File: src/rtl/bram_stream_reader.sv
// bram_stream_reader: streams a programmed RAM address range out on valid/ready through a 2-entry buffer
module bram_stream_reader #(
  parameter int WIDTH = 16,
  parameter int DEPTH = 1024,
  localparam int AW = $clog2(DEPTH)
) (
  input  logic             clk,
  input  logic             rst_n,
  input  logic             start,
  input  logic [AW-1:0]    base_addr,
  input  logic [AW:0]      length,
  output logic             busy,
  output logic             done,
  output logic             ram_rd_en,
  output logic [AW-1:0]    ram_addr,
  input  logic [WIDTH-1:0] ram_rdata,
  output logic             m_valid,
  output logic [WIDTH-1:0] m_data,
  output logic             m_last,
  input  logic             m_ready
);
  typedef enum logic [1:0] {IDLE, READ, DRAIN} state_t;
  localparam logic [AW:0] ONE = (AW+1)'(1);
  state_t           r_state;
  logic [AW:0]      r_len, r_issued, r_sent;
  logic [AW-1:0]    r_addr;
  logic [WIDTH-1:0] r_buf [2];
  logic             r_wptr, r_rptr, r_inflight, r_done;
  logic [1:0]       r_count;
  logic             w_pop, w_issue;
  logic [AW:0]      w_last_idx;
  logic [2:0]       w_pending;
  logic [AW-1:0]    w_addr_nxt;
  assign w_last_idx = r_len - ONE;
  assign w_pop      = m_valid & m_ready;
  // words already committed to the buffer after this cycle's pop; never underflows since pop needs count>0
  assign w_pending  = {1'b0, r_count} + {2'b0, r_inflight} - {2'b0, w_pop};
  assign w_issue    = (r_state == READ) & (w_pending < 3'd2);
  assign w_addr_nxt = (r_addr == AW'(DEPTH - 1)) ? '0 : r_addr + AW'(1);
  assign ram_rd_en  = w_issue;
  assign ram_addr   = r_addr;
  assign m_valid    = r_count != 2'd0;
  assign m_data     = r_buf[r_rptr];
  assign m_last     = m_valid & (r_sent == w_last_idx);
  assign busy       = r_state != IDLE;
  assign done       = r_done;
  // transfer FSM, RAM address generation and read-latency absorbing buffer
  always_ff @(posedge clk or negedge rst_n) begin
    if (!rst_n) begin
      r_state    <= IDLE;
      r_len      <= '0;
      r_issued   <= '0;
      r_sent     <= '0;
      r_addr     <= '0;
      r_buf[0]   <= '0;
      r_buf[1]   <= '0;
      r_wptr     <= 1'b0;
      r_rptr     <= 1'b0;
      r_inflight <= 1'b0;
      r_done     <= 1'b0;
      r_count    <= '0;
    end else begin
      r_done     <= 1'b0;
      r_inflight <= w_issue;
      r_count    <= r_count + {1'b0, r_inflight} - {1'b0, w_pop};
      if (r_inflight) begin
        r_buf[r_wptr] <= ram_rdata;
        r_wptr        <= ~r_wptr;
      end
      if (w_pop) begin
        r_rptr <= ~r_rptr;
        r_sent <= r_sent + ONE;
      end
      if (w_issue) begin
        r_addr   <= w_addr_nxt;
        r_issued <= r_issued + ONE;
      end
      case (r_state)
        IDLE: if (start) begin
          if (length == '0) r_done <= 1'b1;
          else begin
            r_state  <= READ;
            r_len    <= length;
            r_addr   <= base_addr;
            r_issued <= '0;
            r_sent   <= '0;
          end
        end
        READ:    if (w_issue && r_issued == w_last_idx) r_state <= DRAIN;
        DRAIN:   if (w_pop && m_last) begin
          r_state <= IDLE;
          r_done  <= 1'b1;
        end
        default: r_state <= IDLE;
      endcase
    end
  end
endmodule

File: config.mk
export PLATFORM = sky130hd
export DESIGN_NAME = bram_stream_reader
export DESIGN_NICKNAME = d
export VERILOG_FILES = /design/src/rtl/bram_stream_reader.sv
export SDC_FILE = /design/constraint.sdc
export NUM_CORES = 1
export LEC_CHECK = 0
export BUFFER_PORTS_ARGS = -buffer_cell sky130_fd_sc_hd__buf_4
export CAP_MARGIN = 20
export CELL_PAD_IN_SITES_DETAIL_PLACEMENT = 1
export CELL_PAD_IN_SITES_GLOBAL_PLACEMENT = 2
export CORE_ASPECT_RATIO = 0.5
export CORE_UTILIZATION = 30
export CTS_CLUSTER_DIAMETER = 80
export DETAILED_ROUTE_END_ITERATION = 12
export GPL_ROUTABILITY_DRIVEN = 1
export PLACE_DENSITY_LB_ADDON = 0.25
export SLEW_MARGIN = 20
export SYNTH_ARGS = -nofsm -noshare
export SYNTH_HDL_FRONTEND = slang
export SYNTH_SLANG_ARGS = --single-unit
export TNS_END_PERCENT = 30
File: constraint.sdc
create_clock -name clk -period 7.6 [get_ports clk]
set_input_delay 0.38 -clock clk [delete_from_list [all_inputs] [get_ports clk]]
set_output_delay 0.38 -clock clk [all_outputs]
set_load 0.005 [all_outputs]
### Word level (Yosys, flattened, before mapping)

Cells that the tools add are included.

* add/subtract/negate cells: 8
* $lt $le $gt $ge: 4
* equal/unequal tests: 9
* muxes and demuxes: 28
* bitwise gates (word level): 8
* reductions and logical operators: 9

Operator list (number)
* 11-bit two-way mux: 8
* 16-bit two-way mux: 4
* 10-bit two-way mux: 5
* 32-bit bitwise mux: 1
* 11-bit by 1-bit adder with 11-bit output, second input constant: 2
* 11-bit equality test: 2
* 16-bit demux with 1-bit select: 1
* 11-bit logical NOT: 1
* 11-bit by 1-bit subtractor with 11-bit output, second input constant: 1
* 10-bit by 1-bit adder with 10-bit output, second input constant: 1
* 10-bit equality test, second input constant: 1
* 2-bit two-way mux: 4
* 2-bit != test, second input constant: 3
* 2-bit case mux with 3 select lines: 1
* 2-bit >= comparator, second input constant: 2
* 1-bit inverter with 2-bit output: 2
* 4-bit AND reduction: 1
* 2-bit nonzero test: 2
* 2-bit by 1-bit adder with 3-bit output: 1
* 1-bit AND: 3
* 1-bit logical AND: 3
* 3-bit by 2-bit < comparator with 1-bit output, second input constant: 1
* 1-bit two-way mux: 3
* 1-bit inverter: 3
* other kinds (10): 10

* bits in registers: 83
* bits of input ports: 41
* word-level logic and storage cells: 78

### Logic depth before layout (Yosys ltp)

* depth after elaboration: 9
* depth in mapped cells: 15

### Worst setup path after synthesis

No wires, ideal clock.

* path kind: register to register
* start: register r_count[1]
* end: register r_state[0]
* library setup time: 126 ps
* data arrival time: 3213 ps
* data required time: 7474 ps
* slack: 4261 ps
* cell stages (with the launch flop): 16
* cells stage by stage: dfrtp_1 -> or2_2 -> nand2_1 -> clkinv_1 -> ha_1 -> inv_1 -> ha_1 -> fa_1 -> xnor2_1 -> or3_1 -> buf_2 -> clkinv_2 -> nand4_1 -> nor4_1 -> nor4b_2 -> o21bai_1

* cells in the longest elaborated chain, start to end: 8
* elaborated cells on any way between the ends: 12

RTL lines
* start: declaration: line 29 `logic [1:0] r_count;`
* start signal: assignment: line 65 `r_count <= r_count + {1'b0, r_inflight} - {1'b0, w_pop};`
* 2-bit nonzero test: line 42 `assign m_valid = r_count != 2'd0;`
* net m_valid: line 17 `output logic m_valid,`
* 1-bit AND: line 35 `assign w_pop = m_valid & m_ready;`
* net w_pop: line 30 `logic w_pop, w_issue;`
* 3-bit by 1-bit subtractor with 3-bit output: line 37 `assign w_pending = {1'b0, r_count} + {2'b0, r_inflight} - {2'b0, w_pop};`
* 3-bit by 2-bit < comparator with 1-bit output: line 38 `assign w_issue = (r_state == READ) & (w_pending < 3'd2);`
* 1-bit AND: line 38
* net ram_rd_en: line 14 `output logic ram_rd_en,`
* 1-bit logical AND: line 89 `READ: if (w_issue && r_issued == w_last_idx) r_state <= DRAIN;`
* 2-bit by 1-bit != test with 1-bit output (no line)
* 4-bit AND reduction (no line)
* end signal: assignment: line 89
* end signal: assignment: line 91 `r_state <= IDLE;`
* end signal: assignment: line 94 `default: r_state <= IDLE;`
* end: declaration: line 24 `state_t r_state;`

The timed path passes the listed nets, and every way through them passes these cells.
A chain may end at the register's enable or synchronous reset.

### Worst setup path in the final report

* start: register r_count[1]
* end: register r_state[0]

* cells in the longest elaborated chain, start to end: 8
* elaborated cells on any way between the ends: 12

RTL lines (line)
* 2-bit nonzero test (*): 42
* 1-bit AND (*): 35
* net w_pop: 30
* 3-bit by 1-bit subtractor with 3-bit output: 37
* 3-bit by 2-bit < comparator with 1-bit output: 38
* 1-bit AND: 38
* 1-bit logical AND: 89
* 2-bit by 1-bit != test with 1-bit output (no line)
* 4-bit AND reduction (no line) (*)

Mark *: on every way through the listed nets, which the timed path passes. The rest lies on a longest branch.

==> results.rst <==
.. list-table::
   :header-rows: 1

   * - Metric
     - Value
   * - Portion of synthesized cell area occupied by the leading cell type
     - between 40% and 50%
   * - Number of hold buffers added after CTS
     - 0
   * - Category of the worst setup path launch point
     - flip-flop
   * - Area enclosed by the die boundary
     - 15130 µm²
   * - Path category of the worst min-delay check
     - primary input to async pin
   * - Die span in y
     - 87.48 µm
   * - Total via count after detailed routing
     - ~3200
   * - Number of port buffers
     - roughly 70
   * - Crit path time final
     - between 3 and 4 ns
   * - Count of boundary I/O pins
     - just over 70
   * - Pre-CTS WS
     - ~3.9 ns
   * - CP Max Fanout
     - 10
   * - Total power consumption of the routed design
     - slightly above 2 mW
   * - Sequence of cells on the critical path
     - or2_2 > nand2_1 > clkinv_1 > ha_1 > inv_1 > ha_1 > fa_1 > xnor2_1 > or3_1 > clkinv_2 > nand4_1 > nor4_1 > nor4b_2 > o21bai_1
   * - Post-Syn Area per Cell
     - 10.85 µm²
   * - Post-DRT Antenna Nets
     - 0
   * - Basic-gate share of the synthesized area counting and, or, nand and nor cells
     - ~17%
   * - Most frequent CP cell
     - sky130_fd_sc_hd__ha_1
   * - Data arrival time of the worst path
     - just under 4 ns
   * - Share of the yosys chip area belonging to registers
     - 47.37%
   * - Cell at the root of the clock tree
     - sky130_fd_sc_hd__clkbuf_16
   * - Maximum number of pins on one net before global-route repair
     - 55
   * - Initial Utilization
     - 31.57%
   * - Hold Vio Cnt, Final
     - 0
   * - Total wire length after detailed routing
     - between 10000 and 15000 µm
   * - Post-Syn Area
     - ~4400 µm²
   * - Initial DRC count
     - 200
   * - XOR/XNOR share of the synthesized area
     - 12.41%
   * - Final setup skew
     - 0.008805 ns
   * - Final routed DRC violation total
     - 0
   * - Kind of end point of the critical path
     - flip-flop
   * - Number of core rows
     - 30
   * - Maximum root-to-sink buffer count
     - 2
   * - Number of antenna violations at the first check in global routing
     - 0
   * - Half-perimeter wire length of the detailed placement result
     - roughly 7600 µm
   * - Total power divided by cell area
     - 385.8 nW/µm²
   * - Final Max Slew Viols
     - 0
   * - Setup Crit Path Kind
     - flip-flop to flip-flop
   * - Multi-input combinational cell area
     - 2187 µm²
   * - Synth-to-layout area growth
     - 22.63%
   * - Distinct cell type count of the synthesized netlist
     - 45
   * - Core region area
     - about 14000 µm²
   * - Result of the run
     - finished, final reports clean
   * - Synth warnings
     - 0
   * - Net count after synthesis
     - 452
   * - Fraction of the cycle the final worst path needs
     - about half
   * - Synthesis-stage register bit count
     - just over 80
   * - Upper clock frequency limit
     - 270.2 MHz
   * - Slowest Stage Delay on Critical Path
     - 0.47 ns
   * - Post-CTS Setup Inserts
     - 0
   * - Final RePlAce weighted congestion
     - about 0.72
   * - Number of flops mapped to enable cells by yosys
     - 0
   * - Global route overflow
     - 0
   * - Multiplexer fraction of the synthesized cell area
     - ~14%
   * - Share of the core filled with cells
     - between 30 and 40%
   * - Setup TNS
     - 0 ns
   * - GRT Util Overall
     - 15.61%
   * - Fraction of synthesis flops using an asynchronous set or reset pin
     - 100.0%
   * - Final setup slack of the worst path
     - around 3.9 ns
   * - Leak Pwr
     - roughly 2.4 nW
   * - Average wire per cell in the routed design
     - between 15 and 20 µm
   * - CTS clock-pin slew for the worst setup and hold paths
     - approximately 0.070 ns
   * - Commonest cells in the synthesized netlist
     - sky130_fd_sc_hd__dfrtp_1, sky130_fd_sc_hd__mux2_2, sky130_fd_sc_hd__nor2_1
   * - Clock tree from TritonCTS
     - done
   * - Maximum vdd drop
     - approximately 120 µV
   * - Storage cell area
     - roughly 2100 µm²
   * - Per-cell via count in the routed design
     - ~4.7
   * - Number of failing setup endpoints in the final timing report
     - 0
   * - Total number of nets in the final design
     - around 520
   * - Ratio of cells with drive above 1 in the final layout
     - roughly a third
   * - Pin slew with the least headroom to its limit
     - a little over 0.8 ns
   * - Number of clock sinks
     - 83
   * - Clock buffer count from CTS
     - 9
   * - Most instantiated flip-flop cell in the synthesis netlist
     - sky130_fd_sc_hd__dfrtp_1
   * - CP delay by family, top
     - simple AND/OR/NAND/NOR gates
   * - Vias in the first global route
     - approximately 3400
   * - Number of instances in the synthesized netlist
     - 404
   * - Library cell with the highest instance count after synthesis
     - sky130_fd_sc_hd__dfrtp_1
   * - RSZ-0062 raised after global routing
     - false
   * - Worst path slowest cell
     - sky130_fd_sc_hd__or3_1
   * - Filler cell count
     - 1572
   * - Arithmetic-cell share of the synthesized area counting full adders, half adders and majority gates
     - 2.169%
   * - Compound-Gate Fraction of Synth Area
     - approximately 4.2%
   * - Sum of buffers and inverters on the critical path
     - 3
   * - Maximum level of the CTS H-tree
     - 3
   * - Skew-Pair Late Insertion Delay
     - around 0.34 ns
   * - Antenna diode count
     - 0
   * - Top cells by area in the synthesized netlist
     - sky130_fd_sc_hd__dfrtp_1, sky130_fd_sc_hd__mux2_2, sky130_fd_sc_hd__xnor2_1, sky130_fd_sc_hd__xor2_1, sky130_fd_sc_hd__nor2_1
   * - Max_cap viols
     - 0
   * - Combinational family with the most area after synthesis
     - simple AND/OR/NAND/NOR gates
   * - Relative max-transition margin
     - 45.68%
   * - Required time at the worst-slack endpoint
     - around 7.8 ns
   * - Die Wd
     - approximately 170 µm
   * - Wire length of the first global-routing pass
     - 18170 µm
   * - DR pass1 iterations
     - 4
   * - Total of cells resized after clock tree synthesis
     - 0
   * - Post-synth top area cell
     - sky130_fd_sc_hd__dfrtp_1
-- through the flow --
step                      instances  instance area, µm²  hold slack, ns
after floorplan                 404                4384         0.08441
after global placement          650                5102          0.3947
after detailed placement        650                5102          0.3949
after CTS                       666                5376         0.01880
after global routing            666                5376         0.03547
final                           666                5376       0.0006155
-- path summary, 6_finish.rpt --
path,from,to,slack [ns],cells past startpoint
min in group clk,base_addr[0],ram_addr[0],0.24,3
max,r_count[1],r_state[0],3.90,14
max reg2reg,r_count[1],r_state[0],3.90,14
max in group asynchronous,rst_n,r_count[0],6.60,2
min reg2reg,r_wptr,r_wptr,0.49,1
min,rst_n,r_len[10],0.0006,1
-- kinds of logic after synthesis --
kind of cell             Yosys count
adder cells (fa/ha/maj)            7
AND/OR/NAND/NOR                  138
buffers and inverters             31
AO/OA/AOI/OAI                     30
multiplexers                      56
XOR/XNOR                          59
flip-flops                        83
-- report_power, final --
part	internal [mW]	switching, mW
logic	0.490	0.363
registers	0.615	0.193
clock network	0.223	0.190
total	1.33	0.745
-- placed cells by master (no fill, tap or decap), types with 3 or more instances in the layout --
cell                        synthesis  layout
sky130_fd_sc_hd__dfrtp_1           83      83
sky130_fd_sc_hd__buf_4              0      74
sky130_fd_sc_hd__mux2_2            56      56
sky130_fd_sc_hd__nor2_1            34      34
sky130_fd_sc_hd__nand2_1           31      31
sky130_fd_sc_hd__xnor2_1           30      30
sky130_fd_sc_hd__xor2_1            27      27
sky130_fd_sc_hd__nand3_1           19      19
sky130_fd_sc_hd__o21ai_0           13      13
sky130_fd_sc_hd__inv_1              9       9
sky130_fd_sc_hd__and3_1             9       9
sky130_fd_sc_hd__clkbuf_16          0       9
sky130_fd_sc_hd__nor3_1             8       8
sky130_fd_sc_hd__nand4_1            7       7
sky130_fd_sc_hd__nand2b_1           6       6
sky130_fd_sc_hd__nor4_1             6       6
sky130_fd_sc_hd__ha_1               6       6
sky130_fd_sc_hd__a21oi_1            5       5
sky130_fd_sc_hd__clkinv_2           1       4
sky130_fd_sc_hd__nor3b_1            3       3
sky130_fd_sc_hd__inv_6              0       3
-- sequential cells by signal, indices dropped and copies added (netlist names) --
signal      count
done            1
r_buf          32
r_count         2
r_inflight      1
r_issued       11
r_len          11
r_rptr          1
r_sent         11
r_state         2
r_wptr          1
ram_addr       10
-- cell type report --
| class | instances | area share (%) |
|---|---|---|
| multi-input combinational | 290 | 40.68 |
| sequential | 83 | 38.63 |
| timing repair buffer | 74 | 10.33 |
| tap | 192 | 4.468 |
| clock buffer | 9 | 4.189 |
| clock inverter | 7 | 0.9076 |
| inverter | 11 | 0.7912 |
-- metal layers --
metal | up-vias | part of all wire [%] | GRT usage, %
li1 | 1517 | - | -
met1 | 1563 | 52 | 21.95
met2 | 71 | 42 | 23.72
met3 | 8 | 5.1 | 4.101
met4 | 0 | 1.1 | 4.103
met5 | - | 0 | 0
Power figures use the tool's default switching activity.
